`config.mk`:
```
export PLATFORM = sky130hd
export DESIGN_NAME = mem_dma
export DESIGN_NICKNAME = d
export VERILOG_FILES = /design/src/rtl/mem_dma_pkg.sv /design/src/rtl/mem_dma.sv
export SDC_FILE = /design/constraint.sdc
export NUM_CORES = 1
export LEC_CHECK = 0
export BUFFER_PORTS_ARGS = -buffer_cell sky130_fd_sc_hd__buf_2
export CAP_MARGIN = 20
export CORE_UTILIZATION = 55
export DETAILED_ROUTE_END_ITERATION = 10
export HOLD_SLACK_MARGIN = 0.02
export PLACE_DENSITY = 0.86
export SLEW_MARGIN = 30
export SYNTH_ARGS = -nofsm -noshare
export SYNTH_HDL_FRONTEND = slang
export SYNTH_SLANG_ARGS = --single-unit
```
`constraint.sdc`:
```
create_clock -name clk -period 3.2 [get_ports clk]
set_input_delay 0.16 -clock clk [delete_from_list [all_inputs] [get_ports clk]]
set_output_delay 0.16 -clock clk [all_outputs]
set_load 0.05 [all_outputs]
```
`src/rtl/mem_dma_pkg.sv`:
```
`default_nettype none
// ============================================================================
// Module      : mem_dma_pkg
// Description : Shared definitions for the mem_dma word-copy engine: the
//               controller state encoding and the bus word size.
// Revision    : 1.0 - initial release
// ============================================================================
package mem_dma_pkg;

    // Controller states. The width is fixed at two bits so the encoding stays
    // stable for anything that probes the state register.
    typedef enum logic [1:0] {
        ST_IDLE = 2'd0,
        ST_RD   = 2'd1,
        ST_WR   = 2'd2,
        ST_WCHK = 2'd3
    } mem_dma_state_e;

    // Bytes per bus word; pointers advance by this amount per copied word.
    localparam int unsigned WORD_BYTES = 4;

endpackage : mem_dma_pkg
`default_nettype wire

```
`src/rtl/mem_dma.sv`:
```
`default_nettype none
// ============================================================================
// Module      : mem_dma
// Description : Single-channel memory-to-memory word copy engine. Copies
//               'len' 32-bit words from src_addr to dst_addr using a simple
//               read / write / write-check sequence, three cycles per word.
// Revision    : 1.0 - initial release
//
// Configuration macro:
//   MEM_DMA_IRQ_EN  defined   : irq is set on done or on a new fault and is
//                               cleared by irq_ack (a set beats a clear).
//                   undefined : irq is tied low and irq_ack is ignored.
//
// Ports:
//   clk        in   clock, rising edge
//   reset      in   asynchronous reset, active low
//   start      in   copy request, sampled only while idle
//   src_addr   in   32  byte address of first source word
//   dst_addr   in   32  byte address of first destination word
//   len        in   LEN_W  number of words to copy
//   busy       out  copy in progress
//   done       out  one-cycle pulse on successful completion
//   error      out  sticky fault flag, cleared by the next accepted start
//   err_addr   out  32  address of the faulting access
//   read       out  bus read strobe
//   write      out  bus write strobe
//   addr       out  32  bus address (zero when no strobe)
//   wdata      out  32  bus write data (zero when no strobe)
//   rdata      in   32  bus read data, valid with read_acc
//   read_acc   in   combinational read acknowledge
//   write_acc  in   registered write acknowledge (cycle after write)
//   irq        out  completion / fault interrupt level
//   irq_ack    in   interrupt clear
// ============================================================================
module mem_dma
    import mem_dma_pkg::*;
#(
    parameter int LEN_W = 16
) (
    input  logic             clk,
    input  logic             reset,
    input  logic             start,
    input  logic [31:0]      src_addr,
    input  logic [31:0]      dst_addr,
    input  logic [LEN_W-1:0] len,
    output logic             busy,
    output logic             done,
    output logic             error,
    output logic [31:0]      err_addr,
    output logic             read,
    output logic             write,
    output logic [31:0]      addr,
    output logic [31:0]      wdata,
    input  logic [31:0]      rdata,
    input  logic             read_acc,
    input  logic             write_acc,
    output logic             irq,
    input  logic             irq_ack
);

    localparam logic [31:0] c_ptr_step = 32'(WORD_BYTES);

    mem_dma_state_e   r_state;
    logic [31:0]      r_src_ptr;
    logic [31:0]      r_dst_ptr;
    logic [LEN_W-1:0] r_cnt;
    logic [31:0]      r_buf;
    logic             r_error;
    logic [31:0]      r_err_addr;
    logic             r_done_zero;   // done pulse for a zero-length request

    logic [LEN_W-1:0] w_cnt_next;
    logic             w_src_misaligned;
    logic             w_dst_misaligned;
    logic             w_done_copy;

    assign w_cnt_next       = r_cnt - LEN_W'(1);
    assign w_src_misaligned = (src_addr[1:0] != 2'b00);
    assign w_dst_misaligned = (dst_addr[1:0] != 2'b00);

    // The write acknowledge arrives while in WCHK, so the completion pulse is
    // decoded from it directly; this keeps the copy at exactly three cycles
    // per word with done landing in the last WCHK cycle.
    assign w_done_copy = (r_state == ST_WCHK) && write_acc && (w_cnt_next == '0);

    // ------------------------------------------------------------------------
    // Controller and datapath registers
    // ------------------------------------------------------------------------
    always_ff @(posedge clk or negedge reset) begin
        if (!reset) begin
            r_state     <= ST_IDLE;
            r_src_ptr   <= '0;
            r_dst_ptr   <= '0;
            r_cnt       <= '0;
            r_buf       <= '0;
            r_error     <= 1'b0;
            r_err_addr  <= '0;
            r_done_zero <= 1'b0;
        end else begin
            r_done_zero <= 1'b0;
            case (r_state)
                ST_IDLE: begin
                    if (start) begin
                        r_src_ptr <= src_addr;
                        r_dst_ptr <= dst_addr;
                        r_cnt     <= len;
                        r_error   <= 1'b0;
                        // Alignment faults take priority over a zero length;
                        // source is reported ahead of destination.
                        if (w_src_misaligned) begin
                            r_error    <= 1'b1;
                            r_err_addr <= src_addr;
                        end else if (w_dst_misaligned) begin
                            r_error    <= 1'b1;
                            r_err_addr <= dst_addr;
                        end else if (len == '0) begin
                            r_done_zero <= 1'b1;
                        end else begin
                            r_state <= ST_RD;
                        end
                    end
                end
                ST_RD: begin
                    if (read_acc) begin
                        r_buf   <= rdata;
                        r_state <= ST_WR;
                    end else begin
                        r_error    <= 1'b1;
                        r_err_addr <= r_src_ptr;
                        r_state    <= ST_IDLE;
                    end
                end
                ST_WR: begin
                    r_state <= ST_WCHK;
                end
                ST_WCHK: begin
                    if (write_acc) begin
                        r_cnt     <= w_cnt_next;
                        r_src_ptr <= r_src_ptr + c_ptr_step;
                        r_dst_ptr <= r_dst_ptr + c_ptr_step;
                        r_state   <= (w_cnt_next != '0) ? ST_RD : ST_IDLE;
                    end else begin
                        r_error    <= 1'b1;
                        r_err_addr <= r_dst_ptr;
                        r_state    <= ST_IDLE;
                    end
                end
                default: begin
                    r_state <= ST_IDLE;
                end
            endcase
        end
    end

    // ------------------------------------------------------------------------
    // Bus outputs are decoded from the state register so they fall to zero
    // together with it on an asynchronous reset.
    // ------------------------------------------------------------------------
    always_comb begin
        read  = 1'b0;
        write = 1'b0;
        addr  = '0;
        wdata = '0;
        case (r_state)
            ST_RD: begin
                read = 1'b1;
                addr = r_src_ptr;
            end
            ST_WR: begin
                write = 1'b1;
                addr  = r_dst_ptr;
                wdata = r_buf;
            end
            default: begin
            end
        endcase
    end

    assign busy     = (r_state != ST_IDLE);
    assign done     = r_done_zero | w_done_copy;
    assign error    = r_error;
    assign err_addr = r_err_addr;

    // ------------------------------------------------------------------------
    // Interrupt
    // ------------------------------------------------------------------------
`ifdef MEM_DMA_IRQ_EN
    logic r_irq;
    logic w_err_set;

    // Every event that raises error on the coming edge.
    assign w_err_set = ((r_state == ST_IDLE) && start && (w_src_misaligned || w_dst_misaligned))
                     || ((r_state == ST_RD)   && !read_acc)
                     || ((r_state == ST_WCHK) && !write_acc);

    always_ff @(posedge clk or negedge reset) begin
        if (!reset) begin
            r_irq <= 1'b0;
        end else if (done || w_err_set) begin
            r_irq <= 1'b1;
        end else if (irq_ack) begin
            r_irq <= 1'b0;
        end
    end

    // The done term lets irq rise in the same cycle as the done pulse.
    assign irq = r_irq | done;
`else
    logic w_unused_irq_ack;

    assign w_unused_irq_ack = irq_ack;
    assign irq              = 1'b0;
`endif

endmodule : mem_dma
`default_nettype wire

```
==> results.tsv, run 1 <==
metric	value	unit
result of the run	finished clean	
worst slack, placed	422.4	ps
Die Outline Area	17180	sq um
weighted congestion at the end of routability-driven global placement	0.8954	
global route total overflow	0	
critical path endpoint category	output port	
Worst-Margin Slew	873.9	ps
internal power	6.621	mW
number of rows created at floorplan	46	
maximum operating frequency	317.1	MHz
Crit Path Max Fanout	6	
final-report hold violation count	0	
Sequential Power Share	29.4	%
depth of the worst register-to-register path	8	
count of different cell masters after synthesis	62	
number of remaining DRC errors	0	
number of synthesized register bits	148	
number of global-route vias before repair	8888	
worst hold endpoint	r_cnt[10]	
Max Slew Vio Count	0	
initial antenna violation count	2	
path type of the worst min-delay path	in2reg	
Hold Slack	18.76	ps
synthesis warning total	0	
number of nets in the layout	1411	
fraction of final layout cells with drive strength greater than 1	25.75	%
total power	13.66	mW
# H-tree levels	4	
P_leak	5.046	nW
WP data required	3040	ps
detailed placement HPWL	18.37	mm
data arrival time of the critical path	2990	ps
synth cell count leaders	177 x nand2_1, 148 x dfrtp_1, 106 x a21oi_1	
part of the total power dissipated in the clock network	16.2	%
clk buf depth	2	
final antenna-violating net count	0	
clock latency on the worst-skew pair	430	ps
violation count after the first detailed-routing iteration	1206	
Syn Area/Cell	8.475	sq um
areal power density over the cells	1191	nW/um^2
number of buffers created by CTS	17	
most repeated cell in the gate-level netlist after synthesis	nand2_1	
post-route clock skew	7.334	ps
WHS Path Cells	3	
max cap viols	0	
number of top-level pins	220	
relative slew slack	41.20	%
post-synthesis cell area	9161	sq um
worst vdd rail ir drop	0.6104	mV
power share of the combinational group	54.4	%
number of nets produced by synthesis	1208	
final period demand of the worst path	3154	ps
smallest setup slack after layout	46.08	ps
launch point of the worst hold path	len[10]	
effective utilization at floorplan	57.05	%
synthesis-to-finish area growth	25.21	%
fin crit share	98.56	%
number of enable-type register cells in the synthesized netlist	0	
kind of start point of the critical path	flop	
overall die width	131.1	um
Sw Ratio	51.52	%
count of final setup violators	0	
number of buffers added on ports	217	
r2r setup slk	610	ps
share of async-settable or async-resettable flops after synthesis	100.0	%
part of the Yosys area used for sequential elements	40.43	%
accumulated negative setup slack	0	ps
total core area	16060	sq um
commonest register cell after synthesis	dfrtp_1	
routed length per placed instance	19.51	um
largest net degree at the start of global routing	130	
number of search-and-repair iterations in the first detailed-routing pass	7	
capture point of the worst reg-to-reg path	r_dst_ptr[13]	
biggest area contributors in the synthesized netlist	dfrtp_1 40%, nand2_1 7.3%, a21oi_1 5.8%, mux2i_1 4.7%, mux2_2 4.3%	
clock transition time at the flip-flop clock pins of the worst setup and hold paths	60	ps
worst setup path class	reg2out	
worst reg2reg path startpoint	r_state[0]	
routed via count	9670	
global-route total usage across every layer	34.60	%
post-synthesis cell count	1081	
final core utilization	71.44	%
Via-to-Cell Ratio	6.383	
unrepaired setup endpoints after global routing	false	
Switching Power	7.037	mW
TritonCTS clock tree	built	
CTS Root Buffer Type	clkbuf_16	
height of the chip	131.1	um
clock sink count	148	
fraction of post-synthesis cell area in the top cell type by area	40.43	%
largest area contributor in the synthesized netlist	dfrtp_1	
detailed-route wire length	29.55	mm
first-pass GRT wire length	45.53	mm
==> power by group through the flow <==
stage	logic (mW)	registers [mW]	clock network, mW
final	7.43	4.01	2.21
after global routing	8.00	4.12	2.31
after CTS	7.27	3.91	2.22
after detailed placement	7.20	3.94	0
after global placement	7.00	3.87	0
after floorplan	5.22	4.09	0
==> cells in the final DEF (no fill, tap or decap), types with 17 or more instances in the layout <==
master and n:
nand3_1 34, o21ai_0 66, a22oi_1 39, a221oi_1 32, a21oi_1 106, buf_4 20, clkbuf_16 17, mux2i_1 43
dlygate4sd3_1 47, mux2_2 35, nand2_1 177, nor2_1 29, and2_1 32, nor3_1 22, nor2b_1 33, dfrtp_1 148
buf_2 215, o22ai_1 52
==> worst max path at each step <==
stage	depth (start not counted)	end	start	slack, ps
CTS	8	done	r_cnt[0]	7
global route	8	done	r_cnt[1]	7
finish	8	done	r_cnt[1]	50
detailed placement	8	done	r_cnt[0]	420
floorplan	7	done	r_cnt[0]	540
global placement	8	done	r_cnt[0]	490
==> through the flow <==
stage / cell area, sq um / instances
finish: 11470 / 1515
CTS: 11440 / 1512
global placement: 10330 / 1433
floorplan: 9161 / 1081
detailed placement: 10330 / 1433
global route: 11470 / 1515
==> cell families after synthesis <==
| family | share of synthesized area (%) |
|---|---|
| XOR/XNOR | 0.1912 |
| AND/OR/NAND/NOR | 21.33 |
| buffers and inverters | 5.162 |
| other | 0.04093 |
| AO/OA/AOI/OAI | 22.62 |
| flip-flops | 40.43 |
| multiplexers | 9.000 |
| adder cells (fa/ha/maj) | 1.229 |
==> routing by layer <==
metal  wire, um  global-route usage [%]
met4       1213                   17.24
met1      11140                   44.16
met5          0                       0
met3       3143                   6.981
met2      14060                   56.15
==> registers in the layout, summed over array words and instances, names as in the netlist, named ones only <==
name,count
r_buf,32
error,1
r_dst_ptr,32
r_src_ptr,32
r_cnt,16
r_state,1
r_done_zero,1
err_addr,32
==> final cells by class <==
type / instances / area (sq um)
Fill cell: 1115 / 4587
Inverter: 12 / 45.04
Tap cell: 216 / 270.3
Sequential cell: 148 / 3704
Timing Repair Buffer: 287 / 1779
Multi-Input combinational cell: 818 / 5025
Clock inverter: 15 / 217.7
Clock buffer: 17 / 425.4
Antenna cell: 2 / 5.005
==> worst max-delay path, stage by stage (launching register included) <==
cell and delay [ps]:
dfrtp_1 390, inv_1 150, ha_4 180, or4b_4 480
or4_4 470, a211oi_2 260, o2111a_1 270, a41o_1 210
buf_6 160
==> repair_timing <==
action	4_1_cts	5_1_grt
resized for setup	2	3
pin swaps	0	1
endpoints found under the setup margin	1	1
hold buffers	47	0
setup buffers	0	1
endpoints found under the hold margin	124	0
Note: power is estimated with default switching activity, not from simulation.
==> run 2, diff against run 1 <==
==> constraint.sdc (replaced) <==
create_clock -name clk -period 3.3 [get_ports clk]
set_input_delay 0.165 -clock clk [delete_from_list [all_inputs] [get_ports clk]]
set_output_delay 0.165 -clock clk [all_outputs]
set_load 0.05 [all_outputs]
==> run 2 against run 1 <==
Against the previous run: highest routed layer unchanged; critical path type unchanged; sequential power fell by 3%; die area is the same; final cell count decreased by 0.33%.
==> results.tsv, run 2 (same netlist as run 1, synthesis figures left out) <==
metric	value	unit
internal power	6.312	mW
initial antenna violation count	0	
overall die width	131.1	um
worst slack, placed	575.8	ps
synthesis-to-finish area growth	24.17	%
Switching Power	6.728	mW
finished layout cell area	11380	sq um
violation count after the first detailed-routing iteration	1146	
areal power density over the cells	1146	nW/um^2
met3 routing resource usage after global routing	8.076	%
post-place instance area	10290	sq um
largest net degree at the start of global routing	82	
Crit Path Max Fanout	6	
path type of the worst min-delay path	in2reg	
post-route clock skew	6.924	ps
number of buffers created by CTS	17	
clock sink count	148	
final-report hold violation count	0	
maximum operating frequency	311.6	MHz
number of global-route vias before repair	8928	
final antenna-violating net count	0	
TritonCTS clock tree	built	
smallest setup slack after layout	90.31	ps
part of the total power dissipated in the clock network	15.8	%
number of rows created at floorplan	46	
routed via count	9533	
Sequential Power Share	29.7	%
fraction of final layout cells with drive strength greater than 1	25.58	%
worst vdd rail ir drop	0.7721	mV
power share of the combinational group	54.5	%
number of top-level pins	220	
Via-to-Cell Ratio	6.313	
detailed-route wire length	28.94	mm
most common cell after layout, fill and taps aside	buf_2	
effective utilization at floorplan	57.05	%
CTS Root Buffer Type	clkbuf_16	
routed length per placed instance	19.17	um
first-pass GRT wire length	45.08	mm
number of buffers added on ports	217	
relative slew slack	35.21	%
data arrival time of the critical path	3040	ps
clock transition time at the flip-flop clock pins of the worst setup and hold paths	70	ps
weighted congestion at the end of routability-driven global placement	0.9185	
clk buf depth	2	
most frequent cells in the layout	215 x buf_2, 177 x nand2_1, 148 x dfrtp_1	
most utilized layer in the global route result	met2	
clock latency on the worst-skew pair	430	ps
Worst-Margin Slew	962.9	ps
kind of start point of the critical path	flop	
critical path endpoint category	output port	
global route total overflow	0	
Sw Ratio	51.59	%
max cap viols	0	
met2 routing resource usage after global routing	55.52	%
P_leak	4.999	nW
number of search-and-repair iterations in the first detailed-routing pass	6	
Die Outline Area	17180	sq um
# H-tree levels	4	
Max Slew Vio Count	0	
final period demand of the worst path	3210	ps
Global Route met1 Usage	43.08	%
WP data required	3130	ps
count of final setup violators	0	
number of nets in the layout	1408	
Antenna Cells	0	
worst setup path class	reg2out	
unrepaired setup endpoints after global routing	false	
total power	13.04	mW
global-route total usage across every layer	34.20	%
total core area	16060	sq um
fin crit share	97.26	%
number of remaining DRC errors	0	
result of the run	finished clean	
height of the chip	131.1	um
detailed placement HPWL	18.20	mm
accumulated negative setup slack	0	ps
# fillers	1175	
[run 2: worst paths after layout]
kind                                   start            end  slack [ps]  depth (start not counted)
max in group asynchronous              reset   err_addr[17]        2120                          3
worst max register to register    r_state[0]  r_dst_ptr[24]         680                          8
min in group asynchronous              reset       r_buf[0]         300                          2
worst min-delay path            src_addr[24]  r_src_ptr[24]          30                          3
worst max-delay path                r_cnt[0]           done          90                          8
worst min register to register  err_addr[19]   err_addr[19]         480                          2
[run 2: what timing repair did]
item / 4_1_cts / 5_1_grt
endpoints found under the setup margin: 0 / 1
setup buffers: 0 / 0
endpoints found under the hold margin: 112 / 0
hold buffers: 46 / 0
gates resized for setup: 0 / 2
[run 2: critical path, cell delays in order (launching register included)]
cell,delay [ps]
dfrtp_1,420
inv_1,100
ha_2,230
or4b_4,490
or4_4,460
a211oi_2,220
o2111a_1,260
a41o_1,190
clkbuf_4,240
[run 2: area by class of cell]
type	count	area (sq um)	area share, %
sequential	148	3704	32.56
clock inverter	14	177.7	1.562
inverter	12	45.04	0.3960
multi-input combinational	818	5015	44.08
tap	216	270.3	2.376
timing repair buffer	284	1725	15.17
clock buffer	18	439.2	3.861
[run 2: through the flow]
stage / std cells / util [%] / hold slack [ps]
2_1_floorplan: 1081 / - / -130.6
3_3_place_gp: 1432 / 64.10 / 209.0
3_5_place_dp: 1432 / 64.10 / 211.0
4_1_cts: 1510 / 70.81 / 21.57
5_1_grt: 1510 / 70.84 / 39.44
6_report: 1510 / 70.84 / 31.05
[run 2: power groups by stage]
stage	combinational (mW)	clock, mW	sequential, mW
2_1_floorplan	5.06	0	3.96
3_3_place_gp	6.75	0	3.75
3_5_place_dp	6.93	0	3.81
4_1_cts	7.02	2.06	3.80
5_1_grt	7.70	2.14	3.99
6_report	7.11	2.06	3.87
[run 2: layer usage]
| layer | vias up | routed length, um | share of wire [%] |
|---|---|---|---|
| met4 | 0 | 980 | 3.4 |
| met3 | 79 | 2815 | 9.7 |
| li1 | 4344 | - | - |
| met5 | - | 0 | 0 |
| met2 | 596 | 13770 | 48 |
| met1 | 4514 | 11380 | 39 |
